File: src/rtl/reg_file_param.sv
// ---------------------------------------------------------------------------
// reg_file_param
// Parameterised register file: two registered read ports (A, B), one write
// port (D). After reset a CLEAR sequence zeroes every register, one per
// falling clock edge, before o_ready rises and normal operation (RUN) begins.
// All state changes happen on the falling edge of I_clk; reset is
// synchronous and active-low.
//
// Build option:
//   REG_FILE_BYPASS_EN  - when defined, a read that selects the register
//                         being written on the same edge captures the new
//                         write data (write-to-read forwarding). When not
//                         defined, the read captures the pre-write value.
// ---------------------------------------------------------------------------
module reg_file_param #(
    parameter int DATA_W   = 16,
    parameter int ADDR_W   = 3,
    parameter int ZERO_REG = 0
) (
    input  logic              I_clk,
    input  logic              I_rst_n,
    input  logic              I_en,
    input  logic              I_we,
    input  logic [ADDR_W-1:0] I_selA,
    input  logic [ADDR_W-1:0] I_selB,
    input  logic [ADDR_W-1:0] I_selD,
    input  logic [DATA_W-1:0] I_dataD,
    output logic [DATA_W-1:0] o_dataA,
    output logic [DATA_W-1:0] o_dataB,
    output logic              o_ready
);

    localparam int DEPTH = 2 ** ADDR_W;

    // FSM encoding
    localparam logic [0:0] ST_CLEAR = 1'b0;
    localparam logic [0:0] ST_RUN   = 1'b1;

    // Index of the last register; reaching it ends the clear sequence
    localparam logic [ADDR_W-1:0] LAST_IDX = ADDR_W'(DEPTH - 1);
    localparam logic [ADDR_W-1:0] ONE_IDX  = ADDR_W'(1);

    // State
    logic [0:0]        state_q,   state_d;
    logic [ADDR_W-1:0] clr_cnt_q, clr_cnt_d;
    logic [DATA_W-1:0] data_a_q,  data_a_d;
    logic [DATA_W-1:0] data_b_q,  data_b_d;
    logic              ready_q,   ready_d;
    logic [DATA_W-1:0] regs_q [DEPTH];

    // Single shared write path (used by the clear sequence and by RUN writes)
    logic              wr_en_s;
    logic [ADDR_W-1:0] wr_addr_s;
    logic [DATA_W-1:0] wr_data_s;

    // A user write that will really land in the array this edge
    logic              run_wr_s;
    // Per-port forwarding select
    logic              fwd_a_s;
    logic              fwd_b_s;

    // True when the select addresses the hardwired-zero register
    function automatic logic is_zero_sel(input logic [ADDR_W-1:0] sel);
        return (ZERO_REG != 0) && (sel == '0);
    endfunction

    // Value one read port captures: zero register, forwarded data, or storage
    function automatic logic [DATA_W-1:0] read_port(
        input logic [ADDR_W-1:0] sel,
        input logic              fwd,
        input logic [DATA_W-1:0] fwd_data,
        input logic [DATA_W-1:0] stored
    );
        logic [DATA_W-1:0] val;
        if (is_zero_sel(sel)) begin
            val = '0;
        end else if (fwd) begin
            val = fwd_data;
        end else begin
            val = stored;
        end
        return val;
    endfunction

    // Writes to the zero register are discarded when it is hardwired
    assign run_wr_s = I_en && I_we && !is_zero_sel(I_selD);

`ifdef REG_FILE_BYPASS_EN
    assign fwd_a_s = run_wr_s && (I_selA == I_selD);
    assign fwd_b_s = run_wr_s && (I_selB == I_selD);
`else
    assign fwd_a_s = 1'b0;
    assign fwd_b_s = 1'b0;
`endif

    // FSM next state, clear counter and write-path selection
    always_comb begin
        state_d   = state_q;
        clr_cnt_d = clr_cnt_q;
        ready_d   = ready_q;
        wr_en_s   = 1'b0;
        wr_addr_s = clr_cnt_q;
        wr_data_s = '0;
        case (state_q)
            ST_CLEAR: begin
                // Inputs are ignored; zero the register under the counter
                wr_en_s   = 1'b1;
                wr_addr_s = clr_cnt_q;
                wr_data_s = '0;
                if (clr_cnt_q == LAST_IDX) begin
                    // Last register cleared: enter RUN on this same edge
                    state_d   = ST_RUN;
                    ready_d   = 1'b1;
                    clr_cnt_d = clr_cnt_q;
                end else begin
                    state_d   = ST_CLEAR;
                    ready_d   = 1'b0;
                    clr_cnt_d = clr_cnt_q + ONE_IDX;
                end
            end
            ST_RUN: begin
                // RUN is left only through reset
                state_d = ST_RUN;
                ready_d = 1'b1;
                if (run_wr_s) begin
                    wr_en_s   = 1'b1;
                    wr_addr_s = I_selD;
                    wr_data_s = I_dataD;
                end else begin
                    wr_en_s   = 1'b0;
                end
            end
            default: begin
                state_d   = ST_CLEAR;
                clr_cnt_d = '0;
                ready_d   = 1'b0;
            end
        endcase
    end

    // Read-port next values: zero in CLEAR, sample when enabled in RUN, else hold
    always_comb begin
        data_a_d = data_a_q;
        data_b_d = data_b_q;
        case (state_q)
            ST_CLEAR: begin
                data_a_d = '0;
                data_b_d = '0;
            end
            ST_RUN: begin
                if (I_en) begin
                    data_a_d = read_port(I_selA, fwd_a_s, I_dataD, regs_q[I_selA]);
                    data_b_d = read_port(I_selB, fwd_b_s, I_dataD, regs_q[I_selB]);
                end else begin
                    data_a_d = data_a_q;
                    data_b_d = data_b_q;
                end
            end
            default: begin
                data_a_d = '0;
                data_b_d = '0;
            end
        endcase
    end

    // Control and output registers with synchronous active-low reset
    always_ff @(negedge I_clk) begin
        if (!I_rst_n) begin
            state_q   <= ST_CLEAR;
            clr_cnt_q <= '0;
            data_a_q  <= '0;
            data_b_q  <= '0;
            ready_q   <= 1'b0;
        end else begin
            state_q   <= state_d;
            clr_cnt_q <= clr_cnt_d;
            data_a_q  <= data_a_d;
            data_b_q  <= data_b_d;
            ready_q   <= ready_d;
        end
    end

    // Storage array; no reset of its own, the clear sequence defines contents.
    // A write presented together with reset is dropped.
    always_ff @(negedge I_clk) begin
        if (I_rst_n && wr_en_s) begin
            regs_q[wr_addr_s] <= wr_data_s;
        end
    end

    assign o_dataA = data_a_q;
    assign o_dataB = data_b_q;
    assign o_ready = ready_q;

endmodule
File: config.mk
export PLATFORM = sky130hd
export DESIGN_NAME = reg_file_param
export DESIGN_NICKNAME = d
export VERILOG_FILES = /design/src/rtl/reg_file_param.sv
export SDC_FILE = /design/constraint.sdc
export NUM_CORES = 1
export LEC_CHECK = 0
export CAP_MARGIN = 20
export CORE_MARGIN = 2
export CORE_UTILIZATION = 60
export DETAILED_ROUTE_END_ITERATION = 8
export HOLD_SLACK_MARGIN = 0.15
export PLACE_DENSITY = 0.91
export SLEW_MARGIN = 10
export SYNTH_ARGS = -nofsm -noshare
export SYNTH_HDL_FRONTEND = slang
export SYNTH_SLANG_ARGS = --single-unit
File: constraint.sdc
create_clock -name I_clk -period 3.25 [get_ports I_clk]
set_input_delay 0.4875 -clock I_clk [delete_from_list [all_inputs] [get_ports I_clk]]
set_output_delay 0.4875 -clock I_clk [all_outputs]
set_load 0.05 [all_outputs]
[Yosys cells after proc, flatten, opt, wreduce, memory -nomap -nowiden]
Memory sizes are Yosys's and may differ from the RTL's.
Cells that the tools add are included.
Cells by class
  equal/unequal tests: 2
  bitwise gates (word level): 2
  reductions and logical operators: 3
  shifts and indexed selects: 0
  div/mod/pow operators: 0
  multipliers: 0
  add/sub/neg operators: 1
  magnitude comparators: 0
  multiplexer cells: 14
Operators by type and width (number)
  one-hot mux 16 bit (2 select lines): 3
  2-to-1 mux 16 bit: 3
  one-hot mux 3 bit (2 select lines): 1
  2-to-1 mux 1 bit: 4
  one-hot mux 1 bit (2 select lines): 2
  adder 3 x 1 -> 3 bit (second input constant): 1
  == test 3 bit (second input constant): 1
  2-to-1 mux 3 bit: 1
  logical AND 1 bit: 2
  inequality test 2 bit (second input constant): 1
  NOT 1 bit: 2
  AND reduction 2 bit: 1
Storage, ports and cells
  ROM bits: 0
  output and inout bits: 33
  register bits after elaboration: 36
  latch bits: 0
  bits in writable memories: 128
  memories kept: 1
  input bits: 29
  word-level logic and storage cells: 27
Memory list
  regs_q: depth 8, bits a word 16, rd ports 2, clocked after memory_dff 0, wr ports 1, RTL line 49  | logic [DATA_W-1:0] regs_q [DEPTH];

[Logic depth before layout (Yosys ltp)]
Gate-level depths: netlist (run 1).
  depth after elaboration: 6
  depth in mapped cells: 7
  gate-level depth less buffers: 5

==> impl_results.md, run 1 <==
* Min-Delay Path Class: register to register
* Area Growth Syn to Fin at 40.4%
* Final #Nets at 792
* Vias at 6,622
* Top-count cell post-synth: edfxtp_1
* Synth area leader: edfxtp_1
* Initial core utilization at 61.6%
* Number of buffers created by CTS at 17
* CTS H-tree depth at 4
* Core Area at 12,100 sq um
* Cells after Synth at 487
* Die ar. at 13,300 sq um
* Vias in the first global route at 6,845
* Total wire length at 28,800 um
* Multi-input gate area at 2750 sq um
* # clock sinks at 164
* Remaining antenna violation count at 0
* Req. time, crit path at 2.02 ns
* Slowest cell on the critical path: clkdlybuf4s50_1
* Grt ovf at 0
* Critical Path Sink Type: register
* DRT iter0 DRCs at 1,310
* Setup ws final at -0.0290 ns
* Failing checks: negative setup slack
* Clock root buffer master: clkbuf_16
* Yosys cell types at 30
* Initial antenna violation count at 0
* Row count at 40
* Outcome: finished, violations left
* Die Width at approximately 120 um
* Crit path max-delay family: buffers and inverters
* PwrDens at 569 nW/um^2
* Post-Syn Area per Cell at between 15 and 20 sq um
* Post-Syn Area at 7440 sq um
* CTS Buffer Depth at 2
* Final hold violations at 0
* Sequential Area at 4570 sq um
* Final setup viols at 2
* Gr usage total at between 40% and 50%
* Post-DP HPWL at 13,600 um
* Crit Path Max Fanout at 4
* Post-route DRC at 0
* Pre-Repair DR Iteration Count at 8
* Worst path cell trace: clkdlybuf4s50_1, and2_1, buf_4, a22oi_2, o211ai_1, a21boi_1
* Register area share after synthesis at 61.4%
* Worst path bufs/invs at 2
* CP Data Arrival Time at 2.05 ns
* Max_cap viols at 0
* YS warnings at 0
* Worst Tran Pin Value at 0.605 ns
* Ports at 62
* Slew Viols, Final at 0
* Routed len/inst at 30.6 um
* First-pass GRT wire length at 39,700 um
* # diodes at 0
* Peak VDD IR at 0.000686 V
* Synth Flop Type: edfxtp_1
* Clock transition at path regs at around 0.060 ns
* Layout Utilization at 86.6%
* Synth area leaders: edfxtp_1 52%, dfxtp_1 9.7%, mux2i_1 8.6%
* Cts-stage hold buffer count at 0
* Most frequent cells after synthesis: 128 x edfxtp_1, 64 x mux2i_1, 36 x dfxtp_1, 36 x nand2_1
* CTS tree: built
* Synthesized Nets at about 520
* Non-filler cells, final at ~940
* Routability cong. at between 0.8 and 0.9
* CP startpoint kind: primary input
* Slowest stage delay, CP at roughly 0.52 ns
* Via/cell ratio at 7.03
* # fillers at 460
* Slew HR at 59.7%
* Chip height at 115 um
* Setup Crit Path Kind: primary input to register
* Maximum number of pins on one net before global-route repair at 33
* FF+latch count, synth at 164
* Top-area cell type share of the netlist area at 51.7%
* Fraction of layout cells with a size suffix above 1 at 25.2%
* Pleak at 4.25 nW
* Post-route clock skew at between 0.1 and 0.15 ns
* Placed cells at 737
* Worst-Skew Late Latency at 0.56 ns
* Port Buf Inserts at 61
* EDFF count, synth at 128
* Asr flop ratio synth at 0%
## flip-flops by register name, summed over array words and instances (netlist names)
| signal | cells |
|---|---|
| o_dataB | 16 |
| regs_q | 128 |
| o_dataA | 16 |
| o_ready | 1 |
| clr_cnt_q | 3 |
## cells in the final DEF, fill, tap and decap left out, types with 26 or more instances in the layout
master / count
a21boi_1: 31
edfxtp_1: 128
o211ai_1: 32
nand2_1: 34
inv_1: 170
mux2i_1: 64
dfxtp_1: 35
buf_4: 44
a22oi_1: 26
buf_12: 51
mux4_2: 28
## cell families after synthesis
kind of cell / synth area share [%]
AO/OA/AOI/OAI: 10.6
AND/OR/NAND/NOR: 4.76
multiplexers: 18.5
flip-flops: 61.4
XOR/XNOR: 0.118
adder cells (fa/ha/maj): 0.336
buffers and inverters: 4.32
## through the flow
stage               setup slack [ns]  hold WS [ns]  cell area, sq um  setup TNS (ns)  power (mW)
floorplan                    -0.0630         0.511              7560           -4.23        2.92
global placement              -0.577         0.475              9040         -116.03        3.05
detailed placement            -0.712         0.481              9040         -137.92        3.08
CTS                          0.00142         0.485             10400               0        5.64
global route                 -0.0275         0.500             10400         -0.0322        6.06
finish                       -0.0290         0.481             10400         -0.0510        5.94
## worst reg2reg max path, cell delays in order (launching register included)
cell,delay [ns]
dfxtp_4,0.43
and3_4,0.23
a22o_1,0.17
nand2_4,0.08
buf_6,0.17
nor2_4,0.23
buf_12,0.18
## path summary, 6_finish.rpt
check,start,end,slack [ns],cells after the start
worst max register to register,o_ready,regs_q[5][3],1.45,6
worst min-delay path,o_dataB[5],o_dataB[5],0.48,2
worst min register to register,o_dataB[5],o_dataB[5],0.48,2
worst max-delay path,I_selB[2],o_dataB[10],-0.03,6
## routing by layer
metal	vias up	share of wire (%)	track usage, %
li1	2480	-	-
met1	3096	31	49.7
met2	799	45	64.8
met3	247	15	16.1
met4	0	8.3	29.7
met5	-	0	0
## layout make-up
cell class / instances / area share [%]
Sequential cell: 164 / 43.7
Multi-Input combinational cell: 280 / 26.3
Tap cell: 168 / 2.01
Clock buffer: 17 / 4.07
Inverter: 3 / 0.108
Clock inverter: 179 / 6.91
Timing Repair Buffer: 131 / 16.8
## where the power goes
group	internal [mW]	total (mW)	switching, mW	leakage [nW]
clock	1.26	3.10	1.84	1.14
combinational	0.217	0.462	0.245	1.77
sequential	2.32	2.38	0.0580	1.34
## repair_timing
| action | 4_1_cts | 5_1_grt |
|---|---|---|
| endpoints found under the setup margin | 139 | 102 |
| pin swaps | 13 | 6 |
| setup buffers | 5 | 2 |
| gates resized for setup | 23 | 16 |
| gates cloned | 2 | 1 |
No activity file was read; power rests on OpenSTA's default activity.
==> inputs of run 2 (changes only) <==
--- a/config.mk
+++ b/config.mk
@@ -7,10 +7,10 @@
 export LEC_CHECK = 0
 export CAP_MARGIN = 20
 export CORE_MARGIN = 2
-export CORE_UTILIZATION = 60
+export CORE_UTILIZATION = 58
 export DETAILED_ROUTE_END_ITERATION = 8
 export HOLD_SLACK_MARGIN = 0.15
-export PLACE_DENSITY = 0.91
+export PLACE_DENSITY = 0.89
 export SLEW_MARGIN = 10
 export SYNTH_ARGS = -nofsm -noshare
 export SYNTH_HDL_FRONTEND = slang
==> constraint.sdc (replaced) <==
create_clock -name I_clk -period 3.6 [get_ports I_clk]
set_input_delay 0.54 -clock I_clk [delete_from_list [all_inputs] [get_ports I_clk]]
set_output_delay 0.54 -clock I_clk [all_outputs]
set_load 0.05 [all_outputs]
==> run 2 against run 1 <==
Against the previous run: global-route usage is 5.8 points lower; setup slack better by 0.034 ns; critical path depth stayed put; highest routed layer unchanged; sequential cell count stayed put; wire length is 16% lower; largest cell class unchanged; first-iteration DRC count is 11% lower; register-to-register slack better by 0.23 ns; power is 14% lower; count of clock-buffer cells in the layout stayed put; the flow now finishes without violations; clock power is 16% lower; core utilization is 7.5 points lower; via count is 7.9% lower.
==> impl_results.md, run 2 (synthesis gave the netlist of run 1 again) <==
* Clock transition at path regs at ~0.030 ns
* Ports at 62
* CP Data Arrival Time at 2.00 ns
* Placed cells at 731
* Post-DP HPWL at 13,000 um
* CTS tree: built
* Setup ws final at 0.00503 ns
* # clock sinks at 164
* Core Area at 12,600 sq um
* Logic pwr share at 7.3%
* Multi-input gate area at 2660 sq um
* Non-filler cells, final at 930
* Initial core utilization at 59.2%
* Setup Crit Path Kind: primary input to register
* Commonest non-fill, non-tap cell in the layout: inv_1
* Post-place instance area at slightly below 9000 sq um
* Critical Path Sink Type: register
* Setup_tns at 0 ns
* Number of buffers created by CTS at 17
* Clock share of power at 50.8%
* Crit Path Max Fanout at 16
* Gr usage total at a little over a third
* Worst-Skew Late Latency at slightly above 0.5 ns
* Die ar. at 13,700 sq um
* Routability cong. at 0.915
* Max_cap viols at 0
* Post-route DRC at 0
* Layout Utilization at 79.1%
* Hold Crit Depth at 2
* Worst Tran Pin Value at 0.616 ns
* Routed len/inst at 26.0 um
* Port Buf Inserts at 61
* Sequential power share at 41.9%
* DRT iter0 DRCs at 1,163
* Via/cell ratio at ~6.6
* R2r worst-path depth at 5
* Min-Delay Path Class: register to register
* Worst hold start: o_dataA[1]
* Total wire length at 24,200 um
* Int Power at 3.46 mW
* PwrDens at 514 nW/um^2
* Req. time, crit path at 2.01 ns
* Area Growth Syn to Fin at 33.6%
* RSZ-0062 raised after global routing: true
* Slew HR at roughly three fifths
* Largest register FFs at approximately 130
* Sequential Area at 4570 sq um
* Finished Cell Area at 9940 sq um
* Slowest cell on the critical path: clkdlybuf4s50_1
* Most flops, register: regs_q
* First-pass GRT wire length at 35,300 um
* Slowest stage delay, CP at 0.52 ns
* Reg2reg setup slack at 1.68 ns
* # fillers at 635
* Worst flop-to-flop path startpoint: o_ready
* Worst path cell trace: clkdlybuf4s50_1, buf_4, nor3_1, a31oi_1, nor2_2, buf_12
* Vias in the first global route at 6,297
* Chip height at 117 um
* Post-route clock skew at 0.0539 ns
* Remaining antenna violation count at 0
* CTS Buffer Depth at 2
* Final #Nets at 776
* Reg-to-Reg End: regs_q[0][10]
* CP startpoint kind: primary input
* Die Width at 117 um
* Pre-Repair DR Iteration Count at 6
* Final setup viols at 0
* Row count at 41
* Hold EP: o_dataA[1]
* Setup slack at placement at -0.618 ns
* Worst path bufs/invs at 3
* # diodes at 0
* CTS H-tree depth at 4
* Commonest non-fill, non-tap cells in the layout: 170 x inv_1, 128 x edfxtp_1, 64 x mux2i_1
* Slew Viols, Final at 0
* Crit path max-delay family: buffers and inverters
* Pleak at 4.04 nW
* Fraction of layout cells with a size suffix above 1 at ~22%
* NetSw at 1.64 mW
* Clock root buffer master: clkbuf_16
* Initial antenna violation count at 0
* Final hold violations at 0
* Maximum number of pins on one net before global-route repair at 33
* Switching share of power at 32.2%
* Vias at between 6k and 7k
* Grt ovf at 0
* Outcome: finished, final reports clean
* Peak VDD IR at 0.000408 V
run 2: changes by cell type in the layout (fill, tap and decap cells not counted), moves of 3 or more:
cell,change
buf_6,-5
clkdlybuf4s50_1,+6
a22oi_1,+4
buf_4,+11
buf_12,-20
dlymetal6s2s_1,-4
clkinvlp_2,+3
a22oi_2,-4
run 2: layout make-up:
| type | count | share of cell area [%] |
|---|---|---|
| Clock buffer | 17 | 4.28 |
| Inverter | 3 | 0.113 |
| Tap cell | 172 | 2.17 |
| Clock inverter | 179 | 7.32 |
| Sequential cell | 164 | 45.9 |
| Timing Repair Buffer | 115 | 13.4 |
| Multi-Input combinational cell | 280 | 26.8 |
run 2: through the flow:
stage	hold slack (ns)	power (mW)
final	0.445	5.10
after global routing	0.471	5.33
after CTS	0.449	5.04
after detailed placement	0.447	2.77
after global placement	0.439	2.74
after floorplan	0.500	2.63
run 2: power groups by stage:
stage / registers, mW / clock network (mW) / logic, mW
after floorplan: 2.14 / 0.273 / 0.211
after global placement: 2.14 / 0.273 / 0.325
after detailed placement: 2.15 / 0.273 / 0.342
after CTS: 2.13 / 2.55 / 0.358
after global routing: 2.14 / 2.81 / 0.383
final: 2.14 / 2.59 / 0.374
run 2: worst max path at each step:
stage                    from       endpoint  cells past startpoint
global placement         I_en   regs_q[7][4]                      5
detailed placement       I_en   regs_q[7][4]                      5
floorplan                I_en   regs_q[0][0]                      4
global route        I_selD[2]  regs_q[4][15]                      6
CTS                      I_en   regs_q[4][2]                      7
finish              I_selD[2]  regs_q[0][10]                      6
run 2: worst min-delay path, delay by kind of cell, from the launching register on:
kind / cells / cell delay [ns]
flip-flops: 1 / 0.30
AO/OA/AOI/OAI: 1 / 0.05
AND/OR/NAND/NOR: 1 / 0.05
run 2: what timing repair did:
item,CTS,global route
endpoints found under the setup margin,130,53
hold endpoints to repair,0,0
cloned,1,0
hold buffers,0,0
gates resized for setup,13,5
buffers inserted,2,1
pin swaps,3,1
run 2: layer usage:
| layer | part of all wire [%] | track usage, % | wire length, um |
|---|---|---|---|
| met4 | 4.8 | 21.2 | 1160 |
| met5 | 0 | 0 | 0 |
| met2 | 49 | 57.9 | 11900 |
| met1 | 34 | 44.1 | 8280 |
| met3 | 12 | 12.4 | 2920 |
